## config.mk

```make
export PLATFORM = sky130hd
export DESIGN_NAME = control_fsm
export DESIGN_NICKNAME = d
export VERILOG_FILES = /design/src/rtl/arm_ctrl_pkg.sv /design/src/rtl/alu_decoder.sv /design/src/rtl/control_fsm.sv
export SDC_FILE = /design/constraint.sdc
export NUM_CORES = 1
export LEC_CHECK = 0
export CORE_MARGIN = 3
export CORE_UTILIZATION = 36
export CTS_CLUSTER_SIZE = 40
export DETAILED_ROUTE_END_ITERATION = 12
export MAX_ROUTING_LAYER = met4
export PLACE_DENSITY = 0.92
export REMOVE_ABC_BUFFERS = 1
export SLEW_MARGIN = 20
export SYNTH_ARGS = -nofsm -noshare
export SYNTH_HDL_FRONTEND = slang
export SYNTH_HIERARCHICAL = 1
export SYNTH_SLANG_ARGS = --single-unit
```

## constraint.sdc

```tcl
create_clock -name clk -period 3.8 [get_ports clk]
set_input_delay 0.76 -clock clk [delete_from_list [all_inputs] [get_ports clk]]
set_output_delay 0.76 -clock clk [all_outputs]
set_load 0.005 [all_outputs]
```

## src/rtl/arm_ctrl_pkg.sv

```systemverilog
// Shared encodings for the multicycle ARMv4 main controller.
package arm_ctrl_pkg;

  typedef enum logic [3:0] {
    S_FETCH,
    S_DECODE,
    S_MEMADR,
    S_MEMREAD,
    S_MEMWB,
    S_MEMWRITE,
    S_EXECUTER,
    S_EXECUTEI,
    S_ALUWB,
    S_BRANCH
  } state_t;

  localparam logic [1:0] OP_DP    = 2'b00;
  localparam logic [1:0] OP_MEM   = 2'b01;
  localparam logic [1:0] OP_BR    = 2'b10;
  localparam logic [1:0] OP_UNDEF = 2'b11;

  localparam logic [1:0] ALU_ADD = 2'b00;
  localparam logic [1:0] ALU_SUB = 2'b01;
  localparam logic [1:0] ALU_AND = 2'b10;
  localparam logic [1:0] ALU_ORR = 2'b11;

  localparam logic [1:0] RES_ALUOUT = 2'b00;
  localparam logic [1:0] RES_DATA   = 2'b01;
  localparam logic [1:0] RES_ALU    = 2'b10;

  localparam logic [1:0] SRCB_REG  = 2'b00;
  localparam logic [1:0] SRCB_IMM  = 2'b01;
  localparam logic [1:0] SRCB_FOUR = 2'b10;

  localparam logic [3:0] CMD_AND = 4'b0000;
  localparam logic [3:0] CMD_SUB = 4'b0010;
  localparam logic [3:0] CMD_ADD = 4'b0100;
  localparam logic [3:0] CMD_CMP = 4'b1010;
  localparam logic [3:0] CMD_ORR = 4'b1100;

endpackage

```

## src/rtl/alu_decoder.sv

```systemverilog
// Data-processing field decode to ALU op, flag-write mask and no-write flag.
// Optional CMP decode is enabled by defining CMP_DECODE_EN.
module alu_decoder
  import arm_ctrl_pkg::*;
(
  input  logic       i_alu_op,
  input  logic [5:0] i_funct,
  output logic [1:0] o_alu_control,
  output logic [1:0] o_flag_w,
  output logic       o_no_write
);

  logic [3:0] w_cmd;
  logic       w_s;
  logic [1:0] w_ctl;
  logic [1:0] w_flags;
  logic       w_no_write;

  assign w_cmd = i_funct[4:1];
  assign w_s   = i_funct[0];

  always_comb begin
    // NOTE: every output of a combinational block gets a default first so no path can infer a latch.
    w_ctl      = ALU_ADD;
    w_flags    = 2'b00;
    w_no_write = 1'b0;
    case (w_cmd)
      CMD_ADD: begin w_ctl = ALU_ADD; w_flags = {w_s, w_s};  end
      CMD_SUB: begin w_ctl = ALU_SUB; w_flags = {w_s, w_s};  end
      CMD_AND: begin w_ctl = ALU_AND; w_flags = {w_s, 1'b0}; end
      CMD_ORR: begin w_ctl = ALU_ORR; w_flags = {w_s, 1'b0}; end
`ifdef CMP_DECODE_EN
      CMD_CMP: begin
        w_no_write = 1'b1;
        if (w_s) begin
          w_ctl   = ALU_SUB;
          w_flags = 2'b11;
        end
      end
`endif
      default: w_no_write = 1'b1;
    endcase
  end

  // NoWrite stays live outside the execute state: ALUWB needs it a cycle later.
  assign o_alu_control = i_alu_op ? w_ctl : ALU_ADD;
  assign o_flag_w      = i_alu_op ? w_flags : 2'b00;
  assign o_no_write    = w_no_write;

endmodule

```

## src/rtl/control_fsm.sv

```systemverilog
// Multicycle ARMv4 main controller: fetch/decode/execute sequencing and raw strobes.
// Define CMP_DECODE_EN to decode cmd 1010 with S=1 as CMP.
module control_fsm
  import arm_ctrl_pkg::*;
(
  input  logic       clk,
  input  logic       rst,
  input  logic [1:0] Op,
  input  logic [5:0] Funct,
  input  logic [3:0] Rd,
  output logic       NextPC,
  output logic       IRWrite,
  output logic       PCS,
  output logic       RegW,
  output logic       MemW,
  output logic [1:0] FlagW,
  output logic       AdrSrc,
  output logic [1:0] ResultSrc,
  output logic       ALUSrcA,
  output logic [1:0] ALUSrcB,
  output logic [1:0] ALUControl,
  output logic [1:0] ImmSrc,
  output logic [1:0] RegSrc
);

  state_t     r_state;
  state_t     w_next;
  logic       w_next_pc, w_ir_write, w_reg_w, w_mem_w, w_branch, w_alu_op;
  logic       w_no_write;
  logic [1:0] w_flag_w;

  always_ff @(posedge clk or negedge rst) begin
    // NOTE: state registers use non-blocking assignment so all flops update together at the edge.
    if (!rst) r_state <= S_FETCH;
    else      r_state <= w_next;
  end

  always_comb begin
    w_next = S_FETCH;
    case (r_state)
      S_FETCH:  w_next = S_DECODE;
      S_DECODE: begin
        case (Op)
          OP_MEM:  w_next = S_MEMADR;
          OP_DP:   w_next = Funct[5] ? S_EXECUTEI : S_EXECUTER;
          OP_BR:   w_next = S_BRANCH;
          default: w_next = S_FETCH;
        endcase
      end
      S_MEMADR:   w_next = Funct[0] ? S_MEMREAD : S_MEMWRITE;
      S_MEMREAD:  w_next = S_MEMWB;
      S_EXECUTER: w_next = S_ALUWB;
      S_EXECUTEI: w_next = S_ALUWB;
      default:    w_next = S_FETCH;
    endcase
  end

  always_comb begin
    w_next_pc  = 1'b0;
    w_ir_write = 1'b0;
    w_reg_w    = 1'b0;
    w_mem_w    = 1'b0;
    w_branch   = 1'b0;
    w_alu_op   = 1'b0;
    AdrSrc     = 1'b0;
    ResultSrc  = RES_ALUOUT;
    ALUSrcA    = 1'b0;
    ALUSrcB    = SRCB_REG;
    case (r_state)
      S_FETCH: begin
        w_ir_write = 1'b1;
        w_next_pc  = 1'b1;
        ALUSrcA    = 1'b1;
        ALUSrcB    = SRCB_FOUR;
        ResultSrc  = RES_ALU;
      end
      S_DECODE: begin
        ALUSrcA   = 1'b1;
        ALUSrcB   = SRCB_FOUR;
        ResultSrc = RES_ALU;
      end
      S_MEMADR:   ALUSrcB = SRCB_IMM;
      S_MEMREAD:  AdrSrc  = 1'b1;
      S_MEMWB: begin
        ResultSrc = RES_DATA;
        w_reg_w   = 1'b1;
      end
      S_MEMWRITE: begin
        AdrSrc  = 1'b1;
        w_mem_w = 1'b1;
      end
      S_EXECUTER: w_alu_op = 1'b1;
      S_EXECUTEI: begin
        ALUSrcB  = SRCB_IMM;
        w_alu_op = 1'b1;
      end
      S_ALUWB:    w_reg_w = ~w_no_write;
      S_BRANCH: begin
        ALUSrcB   = SRCB_IMM;
        ResultSrc = RES_ALU;
        w_branch  = 1'b1;
      end
      default: ;
    endcase
  end

  alu_decoder u_alu_decoder (
    .i_alu_op      (w_alu_op),
    .i_funct       (Funct),
    .o_alu_control (ALUControl),
    .o_flag_w      (w_flag_w),
    .o_no_write    (w_no_write)
  );

  // Strobes are suppressed while reset is held; mux selects already sit at FETCH values.
  assign NextPC  = rst & w_next_pc;
  assign IRWrite = rst & w_ir_write;
  assign RegW    = rst & w_reg_w;
  assign MemW    = rst & w_mem_w;
  assign PCS     = rst & (w_branch | (w_reg_w & (Rd == 4'hF)));
  assign FlagW   = rst ? w_flag_w : 2'b00;
  assign ImmSrc  = Op;
  assign RegSrc  = {Op == OP_MEM, Op == OP_BR};

endmodule

```

## Word-level counts from Yosys, hierarchy flattened

Cells that the tools add are included.

| storage, ports and cells | value |
|---|---|
| register bits after elaboration | 4 |
| bits in latches | 0 |
| memory bits (writable) | 0 |
| memory bits (read-only) | 0 |
| output and inout port bits | 19 |
| logic and storage cells | 51 |
| memories | 0 |

| operators by class | value |
|---|---|
| add/sub/neg operators | 0 |
| multipliers | 0 |
| div/mod/pow operators | 0 |
| magnitude comparators | 0 |
| equal/unequal tests | 15 |
| shifts and indexed selects | 0 |
| multiplexer cells | 18 |
| bitwise operators | 6 |
| reduce and logical (&&, ||, !) cells | 11 |

Operator list:

| operator | count |
|---|---|
| equality test 4 x 3 -> 1 bit, second input constant | 5 |
| case mux 4 bit (5 select lines) | 1 |
| equality test 4 bit, second input constant | 4 |
| equality test 4 x 2 -> 1 bit, second input constant | 3 |
| case mux 2 bit (2 select lines) | 3 |
| case mux 4 bit (3 select lines) | 1 |
| OR reduction 2 bit | 5 |
| logical NOT 4 bit | 2 |
| 2-to-1 mux 1 bit | 7 |
| 2-to-1 mux 2 bit | 3 |
| case mux 2 bit (3 select lines) | 1 |
| OR reduction 3 bit | 2 |
| AND 1 bit | 5 |
| equality test 4 x 1 -> 1 bit, second input constant | 1 |
| OR reduction 4 bit | 1 |
| 2-to-1 mux 3 bit | 1 |
| equality test 2 x 1 -> 1 bit, second input constant | 1 |
| equality test 2 bit, second input constant | 1 |
| logical NOT 2 bit | 1 |
| case mux 1 bit (2 select lines) | 1 |
| bitwise OR 1 bit | 1 |

## Longest topological paths before layout

Gate-level depths: netlist of the first run.

| depth | value |
|---|---|
| depth after elaboration | 6 |
| mapped depth | 6 |
| gate-level depth less buffers | 5 |

## Cells and area by module

Netlist of the first run, hierarchy kept.

By module, submodules not included:

| module | times used | cells each | area an instance (sq um) | sequential area each (sq um) |
|---|---|---|---|---|
| control_fsm | 1 | 52 | 382.9 | 100.1 |
| alu_decoder | 1 | 12 | 90.1 | 0.0 |

## Worst setup path after synthesis of the first run

No wires, ideal clock.

| timing path | value |
|---|---|
| kind | input port to output port |
| start | input Funct[4] |
| end | output PCS |
| arrival | 1676 ps |
| setup slack | 1364 ps |
| stages on the path | 5 |
| buffers on the path | 0 |
| cell sequence | nor2b_1 > a211o_2 > nor3b_1 > o211ai_1 > a21boi_1 |

| between the ends | value |
|---|---|
| cells in the longest elaborated chain, start to end | 6 |
| elaborated cells between the ends (all ways) | 9 |
| those cells by class | 3 x eq/ne; 1 x mux; 3 x bitwise; 2 x reduce/logical |

RTL lines:

| what | line | RTL |
|---|---|---|
| start, declared | control_fsm.sv:9 | `input logic [5:0] Funct,` |
| equality test 4 x 3 -> 1 bit, or another cell as far along | alu_decoder.sv:27 | `case (w_cmd)` |
| OR reduction 4 bit (no line) (*) | - |  |
| case mux 1 bit (2 select lines) (*) | control_fsm.sv:69 | `case (r_state)` |
| AND 1 bit (*) | control_fsm.sv:120 | `assign PCS = rst & (w_branch \| (w_reg_w & (Rd == 4'hF)));` |
| bitwise OR 1 bit (*) | control_fsm.sv:120 |  |
| AND 1 bit (*) | control_fsm.sv:120 |  |
| end, declared | control_fsm.sv:13 | `output logic PCS,` |

Mark *: on every way between the ends. The rest lies on a longest branch, timed or not.

## Worst setup path after layout of the first run

| timing path | value |
|---|---|
| start | input Funct[3] |
| end | output PCS |

Same word-level chain as after synthesis.

==> results of run 1 <==
[logic make-up after synthesis]
logic type,share of synthesized area
simple gates,0.437
buf+inv,0.101
xor+xnor,0.0556
compound gates,0.196
flops,0.212
[worst max-delay path by stage]
stage,from,slack (ns),endpoint
3_5_place_dp,Funct[3],0.23,PCS
3_3_place_gp,Funct[3],0.29,PCS
6_report,Funct[3],0.22,PCS
2_1_floorplan,Funct[4],1.36,PCS
4_1_cts,Funct[3],0.21,PCS
5_1_grt,Funct[3],0.09,PCS
[placed cells by master (no fill, tap or decap), drive strengths merged]
cell type / instances
clkdlybuf4s50: 32
nor2: 10
nor2b: 6
dfrtp: 4
and2: 3
o21ai: 3
clkbuf: 3
inv: 3
a21oi: 3
a211oi: 2
nor3b: 2
xnor2: 2
nor3: 2
nand3b: 2
nand2b: 1
or2: 1
or3: 1
a31oi: 1
xor2: 1
nand3: 1
a31o: 1
nand2: 1
and3: 1
and4: 1
o211ai: 1
a21boi: 1
or3b: 1
or2b: 1
nor4: 1
a211o: 1
[where the power goes]
part | internal, mW | switching, mW
combinational | 0.164 | 0.104
sequential | 0.0607 | 0.0431
clock | 0.0353 | 0.0172
total | 0.260 | 0.164
[area by class of cell]
type                       count  area, um2
sequential                     4        100
inverter                       3       11.3
fill                         109        374
timing repair buffer          32        320
clock buffer                   3       22.5
tap                           14       17.5
multi-input combinational     51        325
[routing by layer]
metal	wire, um	part of all wire	global-route usage	vias up
met4	24	0.019	0.0807	0
met2	593	0.47	0.261	21
li1	-	-	-	281
met1	564	0.45	0.186	239
met5	0	0	-	-
met3	72	0.057	0.0300	2
==> summary.md, run 1 <==
### Timing
* 0 ns — sum of negative setup slack
* 0.753 — Slew headroom
* 0.00261 ns — clock skew after layout
* no — setup repair after global routing missed its margin
* 0.219 ns — post-layout worst setup margin
* 0 — count of endpoints failing setup in the final report
* 279 MHz — maximum frequency from static timing analysis
* 0.598 ns — final hold slack
* 3.58 ns — Period minus WS final
* 0 — Fin. Hold Viols
* 0 — Final Max Slew Viols
* 0.942 — final cycle utilization of the critical path
* 0.370 ns — Slew @ Worst Pin

### Setup path
* 2.82 ns — critical path data arrival time
* 2 — worst path buffer plus inverter count
* output pin — element type at the critical path end
* 7 — top fanout value on the critical path
* clkdlybuf4s50_1 -> nor2b_1 -> a211o_2 -> nor3b_1 -> o211ai_1 -> a21boi_1 -> clkdlybuf4s50_1 — list of cells traversed by the critical path
* sky130_fd_sc_hd__clkdlybuf4s50_1 — most frequent cell on the critical path
* 3.04 ns — worst path required time
* in2out — crit path kind
* 3 — R2R cell count
* 7 — number of logic stages on the critical path including buffering
* r_state[2] — worst flop-to-flop path endpoint
* input pin — Setup crit start kind
* r_state[0] — Crit Reg-Reg Startpoint
* 2.67 ns — r2r setup slk
* 0.59 ns — maximum single-stage delay on the critical path
* sky130_fd_sc_hd__clkdlybuf4s50_1 — CP max stage cell
* buffers and inverters — gate family responsible for the most delay along the worst path

### GRT
* 0.161 — GRT Overall Usage
* 12 — pin count of the biggest net entering global routing
* 2.25 mm — global-route wire length before repair
* 0 — overflow left after global routing
* 550 — vias in the first global route
* 0 — initial antenna violation count

### Cells and area
* 0 — antenna diode count
* 107 — number of non-filler instances in the completed layout
* 109 — Nets
* r_state (4) — largest registers
* 0.681 — post-layout utilization of the core
* 0.0968 — fraction of layout instances using a drive strength above 1
* 797 um2 — final instance area
* 4 — number of flip-flops in the largest register
* 68.5% — growth of design area from synthesis to finish
* r_state — Reg with most FFs

### Floorplan
* 42.2 um — Die Wd
* 0.404 — effective utilization at floorplan
* 1780 um2 — die area
* 12 — site row count
* 42.2 um — overall die height
* 1170 um2 — Std-Cell Core Area
* 33 — # IOs

### Synthesis
* 1.00 — async set or reset register ratio after synthesis
* 0 — number of synthesized flops with an enable pin
* 0.212 — Seq/Total Area, Yosys
* sky130_fd_sc_hd__nor2_1 — most frequently used cell type in the post-synthesis netlist
* 0.212 — fraction of synthesized cell area taken by the top area cell type
* sky130_fd_sc_hd__dfrtp_1 — cell taking the most area after synthesis
* 64 — cells after synthesis
* 473 um2 — mapped cell area
* sky130_fd_sc_hd__dfrtp_1 (21%), sky130_fd_sc_hd__nor2_1 (7.9%), sky130_fd_sc_hd__nor2b_1 (6.6%) — top post-synthesis cells by area
* 34 — count of cell types in the netlist
* sky130_fd_sc_hd__nor2_1 (10), sky130_fd_sc_hd__nor2b_1 (5), sky130_fd_sc_hd__dfrtp_1 (4) — most instantiated cells after synthesis
* 7.39 um2 — Mean Syn Cell Area
* sky130_fd_sc_hd__dfrtp_1 — Post-synth top flop
* 6 — count of synthesis-stage warnings from yosys
* 4 — number of synthesized register bits

### Hold path
* r_state[0] — worst hold path endpoint
* reg2reg — type of the most critical hold path
* 1 — Worst Hold Path Cells
* r_state[0] — hold path startpoint

### Clocking
* 0.04 ns — clock-pin slew on the worst setup and hold paths
* 4 — clock sinks
* 0.24 ns — insertion delay to the later sink of the worst-skew pair
* 0 — Gates resized, CTS repair
* built — clock tree from TritonCTS
* 3 — cts bufs inserted
* 1 — H-tree levels
* 2 — clock buffer depth
* sky130_fd_sc_hd__clkbuf_4 — CTS root buffer
* 0 — Hold-fix buffers, CTS
* 0 — Setup Buffers After CTS

### Status
* finished, final reports clean — run status

### Place
* 0.834 — gpl congestion
* 774 um2 — DP Area
* 1.04 mm — HPWL after detailed placement
* 32 — PortBufs
* 104 — Placed Instances
* 0.231 ns — worst setup timing slack at the placement stage

### Drt
* 1.26 mm — routed wire length
* 0 — number of DRC violations after detailed routing
* 5.07 — per-cell via count in the routed design
* 2 — first drt pass iteration count
* 543 — via count
* 11.7 um — average wire per cell in the routed design
* 0 — Final ANT Viol Nets
* 3 — DRC marker count from the first detailed-route iteration

### Power and ir drop
* 532 nW/um2 — power density cells
* 0.424 mW — power after layout
* 0.298 nW — leakage power summed over all cells
* 0.318 mV — peak supply drop

### Run
* 0 — max cap viols

No activity file was read; power rests on OpenSTA's default activity.
==> run 2: changes to the inputs <==
==> constraint.sdc (replaced) <==
create_clock -name clk -period 3.8 [get_ports clk]
set_input_delay 0.76 -clock clk [delete_from_list [all_inputs] [get_ports clk]]
set_output_delay 0.76 -clock clk [all_outputs]
set_load 0.01 [all_outputs]
==> results of run 2 <==
Same layout as run 1 (identical final DEF). Status: finished, final reports clean.
Main changes from that run: setup slack after placement 0.231 ns -> 0.196 ns; setup slack after layout 0.219 ns -> 0.184 ns; total power 0.424 mW -> 0.447 mW; worst IR drop on VDD 0.318 mV -> 0.338 mV
